## config.mk

```make
export PLATFORM = sky130hd
export DESIGN_NAME = cdb_arbiter_flat
export DESIGN_NICKNAME = d
export VERILOG_FILES = /design/src/rtl/cdb_arbiter_if.sv /design/src/rtl/cdb_arbiter.sv /design/src/flat_wrapper.sv
export SDC_FILE = /design/constraint.sdc
export NUM_CORES = 1
export LEC_CHECK = 0
export ABC_CLOCK_PERIOD_IN_PS = 4400
export BUFFER_PORTS_ARGS = -buffer_cell sky130_fd_sc_hd__buf_2
export CORE_MARGIN = 5
export CORE_UTILIZATION = 57
export DETAILED_ROUTE_END_ITERATION = 8
export HOLD_SLACK_MARGIN = 0.03
export PLACE_DENSITY = 0.77
export SYNTH_ARGS = -nofsm -noshare
export SYNTH_HDL_FRONTEND = slang
export SYNTH_SLANG_ARGS = --single-unit
```

## constraint.sdc

```tcl
create_clock -name clk -period 4.4 [get_ports clk]
set_clock_uncertainty 0.1 [all_clocks]
set_input_delay 0.88 -clock clk [delete_from_list [all_inputs] [get_ports clk]]
set_output_delay 0.88 -clock clk [all_outputs]
set_load 0.05 [all_outputs]
```

## src/rtl/cdb_arbiter_if.sv

```systemverilog
// Bundle of per-source result channels and the broadcast common data bus.
// The arbiter takes the slave side; producers and bus consumers see the master side.
interface cdb_arbiter_if #(
    parameter int unsigned NUM_SRC = 4,
    parameter int unsigned DATA_W  = 32,
    parameter int unsigned TAG_W   = 5,
    parameter int unsigned ROB_W   = 4
);
    localparam int unsigned SRC_W = $clog2(NUM_SRC);

    logic [NUM_SRC-1:0]        src_valid;
    logic [NUM_SRC-1:0]        src_ready;
    logic [NUM_SRC*TAG_W-1:0]  src_tag;
    logic [NUM_SRC*DATA_W-1:0] src_data;

    logic                      cdb_valid;
    logic [TAG_W-1:0]          cdb_tag;
    logic [DATA_W-1:0]         cdb_data;
    logic [SRC_W-1:0]          cdb_src;
    logic                      rob_write;
    logic [ROB_W-1:0]          rob_entry;

    modport master (
        output src_valid,
        output src_tag,
        output src_data,
        input  src_ready,
        input  cdb_valid,
        input  cdb_tag,
        input  cdb_data,
        input  cdb_src,
        input  rob_write,
        input  rob_entry
    );

    modport slave (
        input  src_valid,
        input  src_tag,
        input  src_data,
        output src_ready,
        output cdb_valid,
        output cdb_tag,
        output cdb_data,
        output cdb_src,
        output rob_write,
        output rob_entry
    );
endinterface

```

## src/rtl/cdb_arbiter.sv

```systemverilog
// Common data bus: per-source result FIFOs, round-robin grant of one result per cycle,
// registered broadcast to reservation stations, PC unit and ROB, with flush.
module cdb_arbiter #(
    parameter int unsigned       NUM_SRC    = 4,
    parameter int unsigned       DATA_W     = 32,
    parameter int unsigned       TAG_W      = 5,
    parameter int unsigned       ROB_W      = 4,
    parameter int unsigned       FIFO_DEPTH = 2,
    parameter logic [TAG_W-1:0]  NO_TAG     = {TAG_W{1'b1}}
) (
    input  logic          clk,
    input  logic          rst_n,
    input  logic          flush,
    cdb_arbiter_if.slave  bus
);
    localparam int unsigned SRC_W = $clog2(NUM_SRC);
    localparam int unsigned PTR_W = $clog2(FIFO_DEPTH);
    localparam int unsigned CNT_W = PTR_W + 1;

    // FIFO storage and bookkeeping
    logic [TAG_W-1:0]  tag_mem  [NUM_SRC][FIFO_DEPTH];
    logic [DATA_W-1:0] data_mem [NUM_SRC][FIFO_DEPTH];

    logic [NUM_SRC-1:0][PTR_W-1:0] wr_ptr_q;
    logic [NUM_SRC-1:0][PTR_W-1:0] rd_ptr_q;
    logic [NUM_SRC-1:0][CNT_W-1:0] count_q;

    logic [NUM_SRC-1:0] full;
    logic [NUM_SRC-1:0] not_empty;
    logic [NUM_SRC-1:0] push;
    logic [NUM_SRC-1:0] pop;

    // Arbitration
    logic [SRC_W-1:0]  rr_q;
    logic [SRC_W-1:0]  rr_next;
    logic              grant_valid;
    logic [SRC_W-1:0]  grant_idx;
    logic [TAG_W-1:0]  head_tag;
    logic [DATA_W-1:0] head_data;

    // Bus output registers
    logic              cdb_valid_q;
    logic [TAG_W-1:0]  cdb_tag_q;
    logic [DATA_W-1:0] cdb_data_q;
    logic [SRC_W-1:0]  cdb_src_q;

    always_comb begin
        full      = '0;
        not_empty = '0;
        for (int i = 0; i < NUM_SRC; i++) begin
            full[i]      = (count_q[i] == CNT_W'(FIFO_DEPTH));
            not_empty[i] = (count_q[i] != '0);
        end
    end

    // Ready is purely registered state so producers see no combinational loop.
    assign bus.src_ready = ~full;

    // Walk from the highest offset down so the lowest offset from rr_q wins.
    always_comb begin
        grant_valid = 1'b0;
        grant_idx   = '0;
        for (int k = NUM_SRC - 1; k >= 0; k--) begin
            if (not_empty[(int'(rr_q) + k) % NUM_SRC]) begin
                grant_valid = 1'b1;
                grant_idx   = SRC_W'((int'(rr_q) + k) % NUM_SRC);
            end
        end
    end

    always_comb begin
        if (grant_idx == SRC_W'(NUM_SRC - 1)) begin
            rr_next = '0;
        end else begin
            rr_next = grant_idx + SRC_W'(1);
        end
    end

    assign head_tag  = tag_mem[grant_idx][rd_ptr_q[grant_idx]];
    assign head_data = data_mem[grant_idx][rd_ptr_q[grant_idx]];

    // NO_TAG results are acknowledged but never stored; flush squashes everything.
    always_comb begin
        push = '0;
        pop  = '0;
        for (int i = 0; i < NUM_SRC; i++) begin
            push[i] = bus.src_valid[i] && !full[i] && !flush &&
                      (bus.src_tag[i*TAG_W +: TAG_W] != NO_TAG);
            pop[i]  = grant_valid && (grant_idx == SRC_W'(i)) && !flush;
        end
    end

    always_ff @(posedge clk or negedge rst_n) begin
        if (!rst_n) begin
            wr_ptr_q <= '0;
            rd_ptr_q <= '0;
            count_q  <= '0;
        end else begin
            for (int i = 0; i < NUM_SRC; i++) begin
                if (flush) begin
                    wr_ptr_q[i] <= '0;
                    rd_ptr_q[i] <= '0;
                    count_q[i]  <= '0;
                end else begin
                    if (push[i]) begin
                        wr_ptr_q[i] <= wr_ptr_q[i] + PTR_W'(1);
                    end
                    if (pop[i]) begin
                        rd_ptr_q[i] <= rd_ptr_q[i] + PTR_W'(1);
                    end
                    if (push[i] && !pop[i]) begin
                        count_q[i] <= count_q[i] + CNT_W'(1);
                    end else if (!push[i] && pop[i]) begin
                        count_q[i] <= count_q[i] - CNT_W'(1);
                    end
                end
            end
        end
    end

    always_ff @(posedge clk) begin
        for (int i = 0; i < NUM_SRC; i++) begin
            if (push[i]) begin
                tag_mem[i][wr_ptr_q[i]]  <= bus.src_tag[i*TAG_W +: TAG_W];
                data_mem[i][wr_ptr_q[i]] <= bus.src_data[i*DATA_W +: DATA_W];
            end
        end
    end

    always_ff @(posedge clk or negedge rst_n) begin
        if (!rst_n) begin
            cdb_valid_q <= 1'b0;
            cdb_tag_q   <= NO_TAG;
            cdb_data_q  <= '0;
            cdb_src_q   <= '0;
            rr_q        <= '0;
        end else if (flush) begin
            cdb_valid_q <= 1'b0;
            cdb_tag_q   <= NO_TAG;
            cdb_data_q  <= '0;
        end else if (grant_valid) begin
            cdb_valid_q <= 1'b1;
            cdb_tag_q   <= head_tag;
            cdb_data_q  <= head_data;
            cdb_src_q   <= grant_idx;
            rr_q        <= rr_next;
        end else begin
            cdb_valid_q <= 1'b0;
            cdb_tag_q   <= NO_TAG;
            cdb_data_q  <= '0;
        end
    end

    assign bus.cdb_valid = cdb_valid_q;
    assign bus.cdb_tag   = cdb_tag_q;
    assign bus.cdb_data  = cdb_data_q;
    assign bus.cdb_src   = cdb_src_q;
    assign bus.rob_write = cdb_valid_q;
    assign bus.rob_entry = cdb_tag_q[ROB_W-1:0];
endmodule

```

## src/flat_wrapper.sv

```systemverilog
// flat-port wrapper written by rule: the top's interface ports become plain ports
module cdb_arbiter_flat 
#(
    parameter int unsigned       NUM_SRC    = 4,
    parameter int unsigned       DATA_W     = 32,
    parameter int unsigned       TAG_W      = 5,
    parameter int unsigned       ROB_W      = 4,
    parameter int unsigned       FIFO_DEPTH = 2,
    parameter logic [TAG_W-1:0]  NO_TAG     = {TAG_W{1'b1}}
)
  (clk, rst_n, flush, bus_src_valid, bus_src_tag, bus_src_data, bus_src_ready, bus_cdb_valid, bus_cdb_tag, bus_cdb_data, bus_cdb_src, bus_rob_write, bus_rob_entry);
  cdb_arbiter_if #(.NUM_SRC(NUM_SRC), .DATA_W(DATA_W), .TAG_W(TAG_W), .ROB_W(ROB_W)) bus_i ();
  input  logic clk;
  input  logic rst_n;
  input  logic flush;
  input wire logic [$bits(bus_i.src_valid)-1:0] bus_src_valid;
  input wire logic [$bits(bus_i.src_tag)-1:0] bus_src_tag;
  input wire logic [$bits(bus_i.src_data)-1:0] bus_src_data;
  output wire logic [$bits(bus_i.src_ready)-1:0] bus_src_ready;
  output wire logic [$bits(bus_i.cdb_valid)-1:0] bus_cdb_valid;
  output wire logic [$bits(bus_i.cdb_tag)-1:0] bus_cdb_tag;
  output wire logic [$bits(bus_i.cdb_data)-1:0] bus_cdb_data;
  output wire logic [$bits(bus_i.cdb_src)-1:0] bus_cdb_src;
  output wire logic [$bits(bus_i.rob_write)-1:0] bus_rob_write;
  output wire logic [$bits(bus_i.rob_entry)-1:0] bus_rob_entry;
  assign bus_i.src_valid = bus_src_valid;
  assign bus_i.src_tag = bus_src_tag;
  assign bus_i.src_data = bus_src_data;
  assign bus_src_ready = bus_i.src_ready;
  assign bus_cdb_valid = bus_i.cdb_valid;
  assign bus_cdb_tag = bus_i.cdb_tag;
  assign bus_cdb_data = bus_i.cdb_data;
  assign bus_cdb_src = bus_i.cdb_src;
  assign bus_rob_write = bus_i.rob_write;
  assign bus_rob_entry = bus_i.rob_entry;
  cdb_arbiter #(.NUM_SRC(NUM_SRC), .DATA_W(DATA_W), .TAG_W(TAG_W), .ROB_W(ROB_W), .FIFO_DEPTH(FIFO_DEPTH), .NO_TAG(NO_TAG)) u_core (.clk(clk), .rst_n(rst_n), .flush(flush), .bus(bus_i));
endmodule
```

# == Yosys cells after proc, flatten, opt, wreduce, memory -nomap -nowiden ==
# Memories as Yosys holds them, arrays and structs flattened.
# Index checks and enable logic that the tools add are counted.
# word_totals
regBits,58
ram_bits,296
in_bits,155
output_inout_bits,49
wordCells,221
n_memories,2
# mem_list
name,depth,width,rd,rd_ports_with_merged_regs,write_ports,line_no,rtl
u_core.data_mem,4,64,1,0,4,cdb_arbiter.sv:22,logic [DATA_W-1:0] data_mem [NUM_SRC][FIFO_DEPTH];
u_core.tag_mem,4,10,1,0,4,cdb_arbiter.sv:21,logic [TAG_W-1:0] tag_mem [NUM_SRC][FIFO_DEPTH];
# op_classes
add_sub_neg,20
order_cmp,14
n_eq_ne,11
muxes,87
bitwise_logic,7
reduce_logical,63
# ops
cell,n
$mux 32,9
$mux 64,4
$demux 32 s1,4
$mux 5,9
$mux 10,4
$mux 2,17
$logic_and 1x1->1,32
$mux 1,31
$reduce_bool 2->1,12
$demux 5 s1,4
$ne 5x5->1 const B,4
$lt 2x3->1 const B,5
$logic_not 1->1,13
$add 2x1->2 const B,6
$eq 2x2->1 const B,6
$reduce_bool 3->1,4
$bmux 1 s2,5
$ge 2x2->1 const B,5
$not 1->2,5
$add 1x1->1 const B,8
$lt 2x1->1 const B,4
$sub 2x1->2 const B,4
$add 2x2->2 const B,2
$not 4->4,1
4 further kinds,4

# == Longest topological paths before layout ==
# Gate-level depths: netlist (run 1).
# logic_depth
word_depth,15
mapped_depth,14
mapped_depth_nobuf,10

# == Least setup slack after synthesis (run 1) ==
# OpenSTA, ideal clock, no wires.
# synth_path
kind,input -> register
from,input flush
to,"memory u_core.data_mem[3][32] (netlist name), enable pin"
setup_time_ps,437
t_arrival_ps,3220
t_required_ps,3863
slack_ps,643
stages,4
path_buffers,1
path_cell_list,clkbuf_1 -> inv_1 -> o2111a_1 -> nor2b_1
# synth_lines
element,line_no,rtl
start: declaration,flat_wrapper.sv:15,input logic flush;
end: declaration,cdb_arbiter.sv:22,

# == Final worst setup path (run 1) ==
# layout_path
from,register u_core.count_q[2] (netlist name)
to,"register u_core.cdb_data_q[4], in the netlist u_core.bus.cdb_data[4]"
# layout_via
elab_chain_len,15
elab_cells_between_ends,26
cone_classes,mux (23); bitwise (1); reduce/logical (1); memory (1)
# layout_lines
element,line_no,rtl
start: declaration,cdb_arbiter.sv:26,logic [NUM_SRC-1:0][CNT_W-1:0] count_q;
start signal: indexed assignment,cdb_arbiter.sv:112,count_q[i] <= count_q[i] + CNT_W'(1);
start signal: indexed assignment,cdb_arbiter.sv:114,count_q[i] <= count_q[i] - CNT_W'(1);
$reduce_bool 2->1 (*),cdb_arbiter.sv:52,not_empty[i] = (count_q[i] != '0);
$bmux 1 s2,cdb_arbiter.sv:64,if (not_empty[(int'(rr_q) + k) % NUM_SRC]) begin
$mux 1 (implied by the code),cdb_arbiter.sv:64,
$mux 2 (4 in a row),cdb_arbiter.sv:64,
$bmux 1 s2,cdb_arbiter.sv:80,assign head_data = data_mem[grant_idx][rd_ptr_q[grant_idx]];
$mux 1 (implied by the code),cdb_arbiter.sv:80,
$not 1->2 (implied by the code),cdb_arbiter.sv:80,
$mux 32 (implied by the code) (3 in a row),cdb_arbiter.sv:80,
$mux 32 (*),cdb_arbiter.sv:141,end else if (grant_valid) begin
$mux 32 (*),cdb_arbiter.sv:137,end else if (flush) begin
end signal: assignment,cdb_arbiter.sv:144,cdb_data_q <= head_data;
end: declaration,cdb_arbiter.sv:44,logic [DATA_W-1:0] cdb_data_q;
# Every way passes the cells marked *; elsewhere a longest branch is shown, timed or not. The select of a mux whose other input is x is not followed.
# A chain may end at the register's enable or synchronous reset.

==> run metrics, run 1 <==
Peak VDD IR 0.727 mV; pin count of the biggest net entering global routing 110; total grt overflow 0; DRT Pass-1 Iters 5; commonest cells after routing, fill and taps aside edfxtp_1 (296), buf_2 (202), and3_1 (139); status finished, final reports clean; sequential area share after synthesis 71.8%; FF-to-FF Start u_core.count_q[2]$_DFFE_PN0P_; Reg clk slew, reported paths 0.06 ns; die area 28500 um^2; IO buf count 203; Ports 204; Placer Congestion 0.856; Area after DPL 15700 um^2; Max clock buf depth 3; CTS Sinks 354; WL/cell 23.7 um; r2r setup slk 0.77 ns; Yosys top cell area share 61.7%; CTS H-Tree Depth 2; Tightest Pin Transition 1.24 ns; RR Endpoint u_core.bus.cdb_data[4]$_DFF_PN0_; share of layout cells above drive strength 1 27.1%; post-route cell area 16900 um^2; worst path required time 4.70 ns; FMAX 275 MHz; Startpoint Class flop; Slew HR 17.3%; Die H 169 um; library cells used by synthesis 56; CP max FO 80; dpl hpwl 21.8 mm; post-synthesis async set-or-reset flop share 16.4%; via count 9236; first-pass GRT wire length 53.6 mm; Hold Path Class input pin to async pin; Worst-Skew Late Latency 0.51 ns; final wirelength 35.6 mm; antenna violations before repair 3; leakage power 6.75 nW; post-cts hold buffer count 0; syn_area_per_cell 15.0 um^2; reg2reg path depth 7; Fin. Hold Viols 0; gr usage total 24.5%; Syn-to-layout area delta 17.3%; fin crit share 82.6%; FF+latch count, synth 354; Post-DRT Antenna Nets 0; CP endpoint kind flop; Final min period 3.63 ns; crit path from u_core.count_q[2]$_DFFE_PN0P_; CTS tree done; Max Slew Vio Count 0; WS Path Type flop to flop; post_cts resized 0; Initial Utilization 57.5%; power per cell area 774 nW/um^2; Die X 169 um; commonest non-fill, non-tap cell in the layout edfxtp_1; synthesized instance count 960; Sum Neg Setup Slack 0 ns; row count 58; Setup violations, final 0; postcts setup bufs 0; core outline area 25000 um^2; RSZ-0062 raised after global routing false; area leader, netlist edfxtp_1; Post-Synthesis Net Count 1116; DR vias/cell 6.17; Final #Nets 1295; Iteration-0 DRC Markers 983; ranking of synthesized cells by area edfxtp_1 (62%), dfrtp_1 (9.2%), and3_1 (6.0%), a211o_1 (4.5%), a311oi_1 (1.9%); synthesized area 14400 um^2; clock root buffer clkbuf_16; YS warnings 0; Max-cap violations 0; end point of the critical path u_core.bus.cdb_data[4]$_DFF_PN0_; prevailing post-synth register cell edfxtp_1; vias in the first global route 9607; Arr. time, crit path 3.93 ns; DRC viols 0; CTS Buf Count 37; Post-synth EDFFs 296; final core utilization 67.5%
layout make-up:
class / instances / area (um^2)
flip-flops and latches: 354 / 10300
multi-input cells: 513 / 3660
well taps: 330 / 413
clock buffers: 48 / 1010
clock inverters: 19 / 189
inverters: 8 / 31.3
fillers: 1722 / 8140
diodes: 1 / 2.50
repair buffers: 225 / 1250
how the worst min path moves through the flow:
stage | start | endpoint | depth (start not counted)
6_report | rst_n | u_core.bus.cdb_data[24]$_DFF_PN0_ | 1
5_1_grt | rst_n | u_core.bus.cdb_data[24]$_DFF_PN0_ | 1
4_1_cts | u_core.bus.cdb_src[0]$_DFFE_PN0P_ | u_core.bus.cdb_src[0]$_DFFE_PN0P_ | 2
3_5_place_dp | u_core.bus.cdb_src[0]$_DFFE_PN0P_ | u_core.bus.cdb_src[0]$_DFFE_PN0P_ | 2
3_3_place_gp | u_core.bus.cdb_src[0]$_DFFE_PN0P_ | u_core.bus.cdb_src[0]$_DFFE_PN0P_ | 2
2_1_floorplan | u_core.wr_ptr_q[3]$_DFFE_PN0P_ | u_core.wr_ptr_q[3]$_DFFE_PN0P_ | 1
registers in the layout, indices dropped and copies added (netlist names):
name	cells
u_core.bus.cdb_src	2
u_core.rr_q	2
u_core.wr_ptr_q	4
u_core.data_mem	256
u_core.bus.cdb_valid	1
u_core.count_q	8
u_core.bus.cdb_tag	5
u_core.bus.cdb_data	32
u_core.rd_ptr_q	4
u_core.tag_mem	40
power breakdown:
part,leakage [nW],internal (mW),switching [mW]
combinational,2.71,2.10,3.69
sequential,3.46,4.07,0.176
clock,0.582,1.80,1.23
total,6.75,7.98,5.10
cell usage after synthesis (5+ instances only):
library cell / instances
o211ai_1: 6
clkbuf_1: 44
buf_6: 6
nand2b_1: 5
mux2i_1: 14
nor2_1: 15
xnor2_1: 8
o21a_1: 34
o21ai_0: 5
and2_1: 5
buf_4: 11
dfstp_2: 5
nand2_1: 41
a311oi_1: 32
a211o_1: 74
and3_1: 139
edfxtp_1: 296
dfrtp_1: 53
a211oi_1: 32
buf_2: 23
nand3_1: 37
xor2_1: 6
mux2_2: 6
inv_1: 6
routing by layer:
| metal | global-route usage (%) | part of all wire, % | up-vias |
|---|---|---|---|
| met4 | 6.46 | 1.9 | 4 |
| met2 | 40.4 | 50 | 427 |
| met1 | 33.9 | 41 | 4620 |
| li1 | - | - | 4131 |
| met3 | 4.90 | 7.8 | 54 |
| met5 | 0 | 0.076 | - |
critical path, cell delays in order, from the launching register on:
cell,delay (ns)
dfrtp_1,0.43
o21bai_1,0.32
o21a_4,0.76
a21boi_1,0.22
o2bb2ai_4,0.99
buf_4,0.38
a311oi_1,0.08
o21a_1,0.20
kinds of logic after synthesis:
| group | count (synthesis) | share of synthesized area, % |
|---|---|---|
| flip-flops | 354 | 71.8 |
| AO/OA/AOI/OAI | 210 | 12.1 |
| multiplexers | 20 | 1.44 |
| AND/OR/NAND/NOR | 268 | 10.4 |
| buffers and inverters | 93 | 3.23 |
| adder cells (fa/ha/maj) | 1 | 0.0869 |
| XOR/XNOR | 14 | 0.851 |
through the flow:
step | worst slack, ns | std cells | hold slack [ns] | total power, mW
3_5_place_dp | 0.811 | 1430 | 0.379 | 10.1
6_report | 0.766 | 1498 | 0.382 | 13.1
2_1_floorplan | 0.643 | 960 | 0.364 | 8.76
3_3_place_gp | 0.987 | 1430 | 0.379 | 9.89
5_1_grt | 0.516 | 1498 | 0.428 | 13.8
4_1_cts | 0.819 | 1497 | 0.391 | 13.1
No activity file was read; power rests on OpenSTA's default activity.
==> run 2, diff against run 1 <==
--- a/config.mk
+++ b/config.mk
@@ -5,13 +5,14 @@
 export SDC_FILE = /design/constraint.sdc
 export NUM_CORES = 1
 export LEC_CHECK = 0
-export ABC_CLOCK_PERIOD_IN_PS = 4400
+export ABC_AREA = 1
+export ABC_CLOCK_PERIOD_IN_PS = 3350
 export BUFFER_PORTS_ARGS = -buffer_cell sky130_fd_sc_hd__buf_2
 export CORE_MARGIN = 5
-export CORE_UTILIZATION = 57
+export CORE_UTILIZATION = 58
 export DETAILED_ROUTE_END_ITERATION = 8
 export HOLD_SLACK_MARGIN = 0.03
-export PLACE_DENSITY = 0.77
+export PLACE_DENSITY = 0.78
 export SYNTH_ARGS = -nofsm -noshare
 export SYNTH_HDL_FRONTEND = slang
 export SYNTH_SLANG_ARGS = --single-unit
==> constraint.sdc (replaced) <==
create_clock -name clk -period 3.35 [get_ports clk]
set_clock_uncertainty 0.1 [all_clocks]
set_input_delay 0.67 -clock clk [delete_from_list [all_inputs] [get_ports clk]]
set_output_delay 0.67 -clock clk [all_outputs]
set_load 0.05 [all_outputs]
==> run 2 against run 1 <==
  * First-iteration DRC count up 18%
  * Clock-buffer cell count up 5
  * Wire length is 7.3% higher
  * Critical path depth increased by 8
  * Cell area is 4.3% higher
  * Synthesized area up 3.8%
  * Synthesized cell count is 49% higher
  * Critical path type unchanged
  * Highest routed layer is now met4
==> run metrics, run 2 <==
status finished, final reports clean; CP endpoint kind flop; Fin. Hold Viols 0 (unchanged); RSZ-0062 raised after global routing false; Crit path depth 15 (+8); final core utilization 69.8% (+2.3 points); DR vias/cell 5.53 (-10%); antenna violations before repair 1 (-2); metal3 WL 3.61 mm (+29%); max layer used met4; Post-DRT Antenna Nets 0 (unchanged); Sum Neg Setup Slack 0 ns (unchanged); Tightest Pin Transition 0.914 ns (-0.325 ns); post-route cell area 17600 um^2 (+4.3%); via count 11.0k (+19%); count leader, synth nand2_1; total grt overflow 0 (unchanged); WL/cell 19.2 um (-19%); Max-cap violations 0 (unchanged); Arr. time, crit path 3.37 ns (-0.56 ns); CP max FO 52 (-35%); prevailing post-synth register cell edfxtp_1; FMAX 326 MHz (+18%); first-pass GRT wire length 57.9 mm (+8.0%); Initial Utilization 59.2% (+1.7 points); number of fill cells 1758 (+2.1%); Ports 204 (unchanged); Top delay family on crit path simple AND/OR/NAND/NOR gates; pin count of the biggest net entering global routing 59 (-46%); Area after DPL 16400 um^2 (+4.6%); ranking of synthesized cells by area edfxtp_1 (59%), nand2_1 (11%), dfrtp_1 (8.9%), nand3_1 (8.2%), inv_1 (4.2%); setup ws final 0.282 ns (-0.484 ns); Syn-to-layout area delta 17.8%; Die H 171 um (+0.94%); metal1 wirelength 14.6 mm (+0.96%); row count 58 (unchanged); commonest non-fill, non-tap cell in the layout nand2_1; Die X 171 um (+0.94%); postcts setup bufs 0 (unchanged); commonest cells after routing, fill and taps aside nand2_1 (443), edfxtp_1 (296), nand3_1 (246); Final #Nets 1788 (+38%); DRT Pass-1 Iters 6 (+1); clock root buffer clkbuf_16; Synth top cells by count nand2_1 (443), edfxtp_1 (296), nand3_1 (246); FF+latch count, synth 354 (unchanged); reg2reg path depth 15 (+8); Post-synth EDFFs 296 (unchanged); met2 wire length 18.5 mm (+4.7%); DRC viols 0 (unchanged); max FFs per register 256 (unchanged); vias in the first global route 10.9k (+13%); CTS H-Tree Depth 2 (unchanged); Max Slew Vio Count 0 (unchanged); sequential area share after synthesis 69.2% (-2.6 points); synthesized instance count 1431 (+49%); gr usage total 26.0% (+1.5 points); post-cts hold buffer count 0 (unchanged); worst path required time 3.66 ns (-1.04 ns); IO buf count 203 (unchanged); Max clock buf depth 3 (unchanged); Post-Synthesis Net Count 1587 (+42%); YS warnings 0 (unchanged); dpl hpwl 23.3 mm (+6.7%); crit-path cells inv_2 -> nand2_1 -> nand2_1 -> clkinv_1 -> nand2_1 -> nand3_2 -> nand2_1 -> nand2_2 -> nand2_4 -> buf_12 -> nand3_2 -> nand2_1 -> a21oi_1 -> nand2_1 -> nand2_1; final wirelength 38.2 mm (+7.3%); WS Path Type flop to flop; syn_area_per_cell 10.4 um^2 (-30%); share of layout cells above drive strength 1 19.2% (-7.9 points); core outline area 25300 um^2 (+0.87%); Slew HR 39.1% (+22 points); fin crit share 91.6% (+9.0 points); CP Buf/Inv Count 3 (+2); die area 29100 um^2 (+1.9%); post-synthesis async set-or-reset flop share 16.4% (unchanged); slowest cell on the critical path nand2_4; Iteration-0 DRC Markers 1156 (+18%); CTS Buf Count 37 (unchanged); post_cts resized 0 (unchanged); Critical Path Most Common Cell nand2_1; Yosys top cell area share 59.5% (-2.3 points); Setup WS pre-CTS 0.391 ns (-0.420 ns); Setup violations, final 0 (unchanged); area leader, netlist edfxtp_1; CP max stage delay 0.52 ns (-0.47 ns); Hold Path Class input pin to async pin; CTS Sinks 354 (unchanged); CTS tree done; library cells used by synthesis 28 (-50%); Placer Congestion 0.922 (+7.6%); Final min period 3.07 ns (-0.566 ns); Reg clk slew, reported paths 0.06 ns (about the same); synthesized area 15000 um^2 (+3.8%); Worst-Skew Late Latency 0.51 ns (about the same); Startpoint Class flop
==> run 2: area by class of cell <==
type                            instances  area, um^2  area share, %
Clock inverter                         12         170          0.966
Clock buffer                           53        1030           5.82
Tap cell                              330         413           2.34
Timing Repair Buffer                  236        1380           7.83
Inverter                              175         657           3.73
Antenna cell                            1        2.50         0.0142
Sequential cell                       354       10300           58.7
Multi-Input combinational cell        828        3620           20.6
==> run 2: path summary, 6_finish.rpt <==
| kind | from | to | slack, ns |
|---|---|---|---|
| worst max-delay path | u_core.rr_q[0]$_DFFE_PN0P_ | u_core.count_q[3]$_DFFE_PN0P_ | 0.28 |
| worst min-delay path | rst_n | u_core.bus.cdb_data[28]$_DFF_PN0_ | 0.19 |
| worst max register to register | u_core.rr_q[0]$_DFFE_PN0P_ | u_core.count_q[3]$_DFFE_PN0P_ | 0.28 |
| worst min register to register | u_core.bus.cdb_src[1]$_DFFE_PN0P_ | u_core.bus.cdb_src[1]$_DFFE_PN0P_ | 0.39 |
| max in group asynchronous | rst_n | u_core.bus.cdb_data[11]$_DFF_PN0_ | 2.36 |
| min in group clk | bus_src_data[96] | u_core.data_mem[3][32]$_DFFE_PP_ | 0.24 |
==> run 2: layer usage <==
metal | GRT usage (%) | vias up
met5 | 0 | -
met4 | 11.0 | 0
met3 | 4.67 | 115
met2 | 42.6 | 635
met1 | 34.7 | 5151
li1 | - | 5095
==> run 2: worst reg2reg max path, delay by kind of cell, from the launching register on <==
kind | cells | cell delay (ns)
AOI/OAI and AO/OA | 1 | 0.10
buffers and inverters | 3 | 0.63
DFF | 1 | 0.48
and+or+nand+nor | 11 | 1.64
==> run 2: cells by family (layout without fill, tap and decap cells) <==
family | count (synthesis) | in the layout | synth area share, %
buffers and inverters | 249 | 476 | 7.12
flip-flops | 354 | 354 | 69.2
other | 0 | 1 | 0
AND/OR/NAND/NOR | 801 | 801 | 22.6
adder cells (fa/ha/maj) | 1 | 1 | 0.0837
XOR/XNOR | 1 | 1 | 0.0586
AO/OA/AOI/OAI | 25 | 25 | 0.904
==> run 2: metrics by stage <==
stage               cells  hold WS (ns)
global route         1989         0.229
global placement     1923         0.372
detailed placement   1923         0.379
CTS                  1988         0.227
floorplan            1431         0.274
finish               1989         0.187
Power of run 2 is left out: the tool's default activity adds up to more than one toggle a clock period on the data nets, which glitch-free logic cannot reach.
==> run 3, diff against run 2 <==
--- a/config.mk
+++ b/config.mk
@@ -12,7 +12,9 @@
 export CORE_UTILIZATION = 58
 export DETAILED_ROUTE_END_ITERATION = 8
 export HOLD_SLACK_MARGIN = 0.03
-export PLACE_DENSITY = 0.78
+export PLACE_DENSITY_LB_ADDON = 0.08
+export REMOVE_ABC_BUFFERS = 1
+export SLEW_MARGIN = 0
 export SYNTH_ARGS = -nofsm -noshare
 export SYNTH_HDL_FRONTEND = slang
 export SYNTH_SLANG_ARGS = --single-unit
==> run 3 against run 2 <==
  * Via count shrank 1.7%
  * Sequential share of layout area increased by 0.31 points
  * Worst setup slack improved by 0.083 ns
  * Core utilization decreased by 0.36 points
  * Final cell count is 0.10% lower
  * Wire length is 2.8% lower
  * Maximum frequency rose by 2.8%
  * Non-clock buffer count shrank 4
  * Critical path type unchanged
==> run metrics, run 3 (same netlist as run 2, synthesis figures left out) <==
status finished, final reports clean; Setup violations, final 0 (unchanged); number of fill cells 1879 (+6.9%); Worst-Skew Late Latency 0.51 ns (about the same); CP max FO 65 (+25%); die area 29100 um^2 (unchanged); r2r setup slk 0.37 ns (+0.08 ns); Critical Path Most Common Cell nand2_1; DR vias/cell 5.44 (-1.6%); crit-path cells inv_2 -> nand2_1 -> nand2_1 -> nand3_1 -> nand3_2 -> nand2_1 -> nand2_4 -> buf_4 -> nand4_1 -> nand2_1 -> a21oi_1 -> nand2_1 -> nand2_1; CTS tree done; Max clock buf depth 3 (unchanged); CTS Buf Count 37 (unchanged); post-cts hold buffer count 0 (unchanged); CP endpoint kind flop; Iteration-0 DRC Markers 953 (-18%); gr usage total 25.5% (-0.44 points); CTS H-Tree Depth 2 (unchanged); area taken by multi-input logic gates 3640 um^2 (+0.52%); worst path required time 3.65 ns (about the same); Area after DPL 16400 um^2 (about the same); reg2reg path depth 13 (-2); dpl hpwl 21.6 mm (-7.4%); post_cts resized 0 (unchanged); RSZ-0062 raised after global routing false; sequential cell area 10300 um^2 (unchanged); commonest cells after routing, fill and taps aside nand2_1 (443), edfxtp_1 (296), nand3_1 (246); final core utilization 69.4% (-0.36 points); first-pass GRT wire length 56.8 mm (-1.9%); max FFs per register 256 (unchanged); vias in the first global route 10.5k (-3.1%); Startpoint Class flop; Die H 171 um (unchanged); DRC viols 0 (unchanged); share of layout cells above drive strength 1 18.7% (-0.44 points); fin crit share 89.1% (-2.5 points); Tightest Pin Transition 1.03 ns (+0.120 ns); FF-to-FF Start u_core.rr_q[0]$_DFFE_PN0P_; slowest cell on the critical path buf_4; RR Endpoint u_core.count_q[1]$_DFFE_PN0P_; total grt overflow 0 (unchanged); antenna violations before repair 9 (+8); Syn-to-layout area delta 17.2%; Placer Congestion 0.819 (-11%); Final #Nets 1784 (-0.22%); Hold Path Class input pin to async pin; postcts setup bufs 0 (unchanged); IO buf count 203 (unchanged); Max Slew Vio Count 0 (unchanged); CP max stage delay 0.68 ns (+0.16 ns); Final min period 2.98 ns (-0.0833 ns); Reg clk slew, reported paths 0.06 ns (about the same); commonest non-fill, non-tap cell in the layout nand2_1; Initial Utilization 59.2% (unchanged); Arr. time, crit path 3.28 ns (-0.09 ns); core outline area 25300 um^2 (unchanged); CTS Sinks 354 (unchanged); Post-DRT Antenna Nets 0 (unchanged); post-route cell area 17500 um^2 (-0.52%); Die X 171 um (unchanged); row count 58 (unchanged); WL/cell 18.7 um (-2.7%); clock root buffer clkbuf_16; Slew HR 30.9% (-8.2 points); Fin. Hold Viols 0 (unchanged); final wirelength 37.1 mm (-2.8%); FMAX 335 MHz (+2.8%); crit path from u_core.rr_q[0]$_DFFE_PN0P_; pin count of the biggest net entering global routing 87 (+47%); Max-cap violations 0 (unchanged); via count 10.8k (-1.7%); DRT Pass-1 Iters 5 (-1); Ports 204 (unchanged); WS Path Type flop to flop
run 3: cell count changes in the layout (fill, tap and decap cells not counted), sizes merged:
cell	before	now
clkinv	7	15
buf	236	232
bufinv	4	0
inv	175	172
diode	1	3
clkbuf	53	52
run 3: how the worst max path moves through the flow:
stage               slack [ns]                                end  cells past startpoint
floorplan                -1.67   u_core.bus.cdb_data[0]$_DFF_PN0_                     13
global placement          0.50  u_core.bus.cdb_data[12]$_DFF_PN0_                     14
detailed placement        0.44   u_core.bus.cdb_data[0]$_DFF_PN0_                     14
CTS                       0.40      u_core.count_q[1]$_DFFE_PN0P_                     13
global route              0.15   u_core.bus.cdb_data[0]$_DFF_PN0_                     14
finish                    0.37      u_core.count_q[1]$_DFFE_PN0P_                     13
run 3: critical path: cells and delay by family (launching register included):
kind	cells	cell delay [ns]
AO/OA/AOI/OAI	1	0.12
buffers and inverters	2	0.89
flip-flops	1	0.51
AND/OR/NAND/NOR	10	1.23
run 3: layer usage:
layer	vias up	wire (um)	global-route usage, %
met5	-	88	0
met4	14	980	7.26
met3	95	3060	5.11
met2	465	17900	43.0
li1	5091	-	-
met1	5143	15100	34.3
run 3: stage by stage:
stage | hold WS [ns] | TNS (ns) | instances | worst slack, ns
after floorplan | 0.274 | -76.40 | 1357 | -1.67
after global placement | 0.371 | 0 | 1919 | 0.500
after detailed placement | 0.369 | 0 | 1919 | 0.439
after CTS | 0.222 | 0 | 1984 | 0.404
after global routing | 0.228 | 0 | 1985 | 0.152
final | 0.206 | 0 | 1987 | 0.365
run 3: area by class of cell:
type | instances | area share (%)
inverter | 175 | 3.75
antenna | 3 | 0.0428
sequential | 354 | 59.0
clock inverter | 13 | 0.435
timing repair buffer | 232 | 7.70
tap | 330 | 2.36
clock buffer | 52 | 5.90
multi-input combinational | 828 | 20.8
Power of run 3 is left out for the same reason.
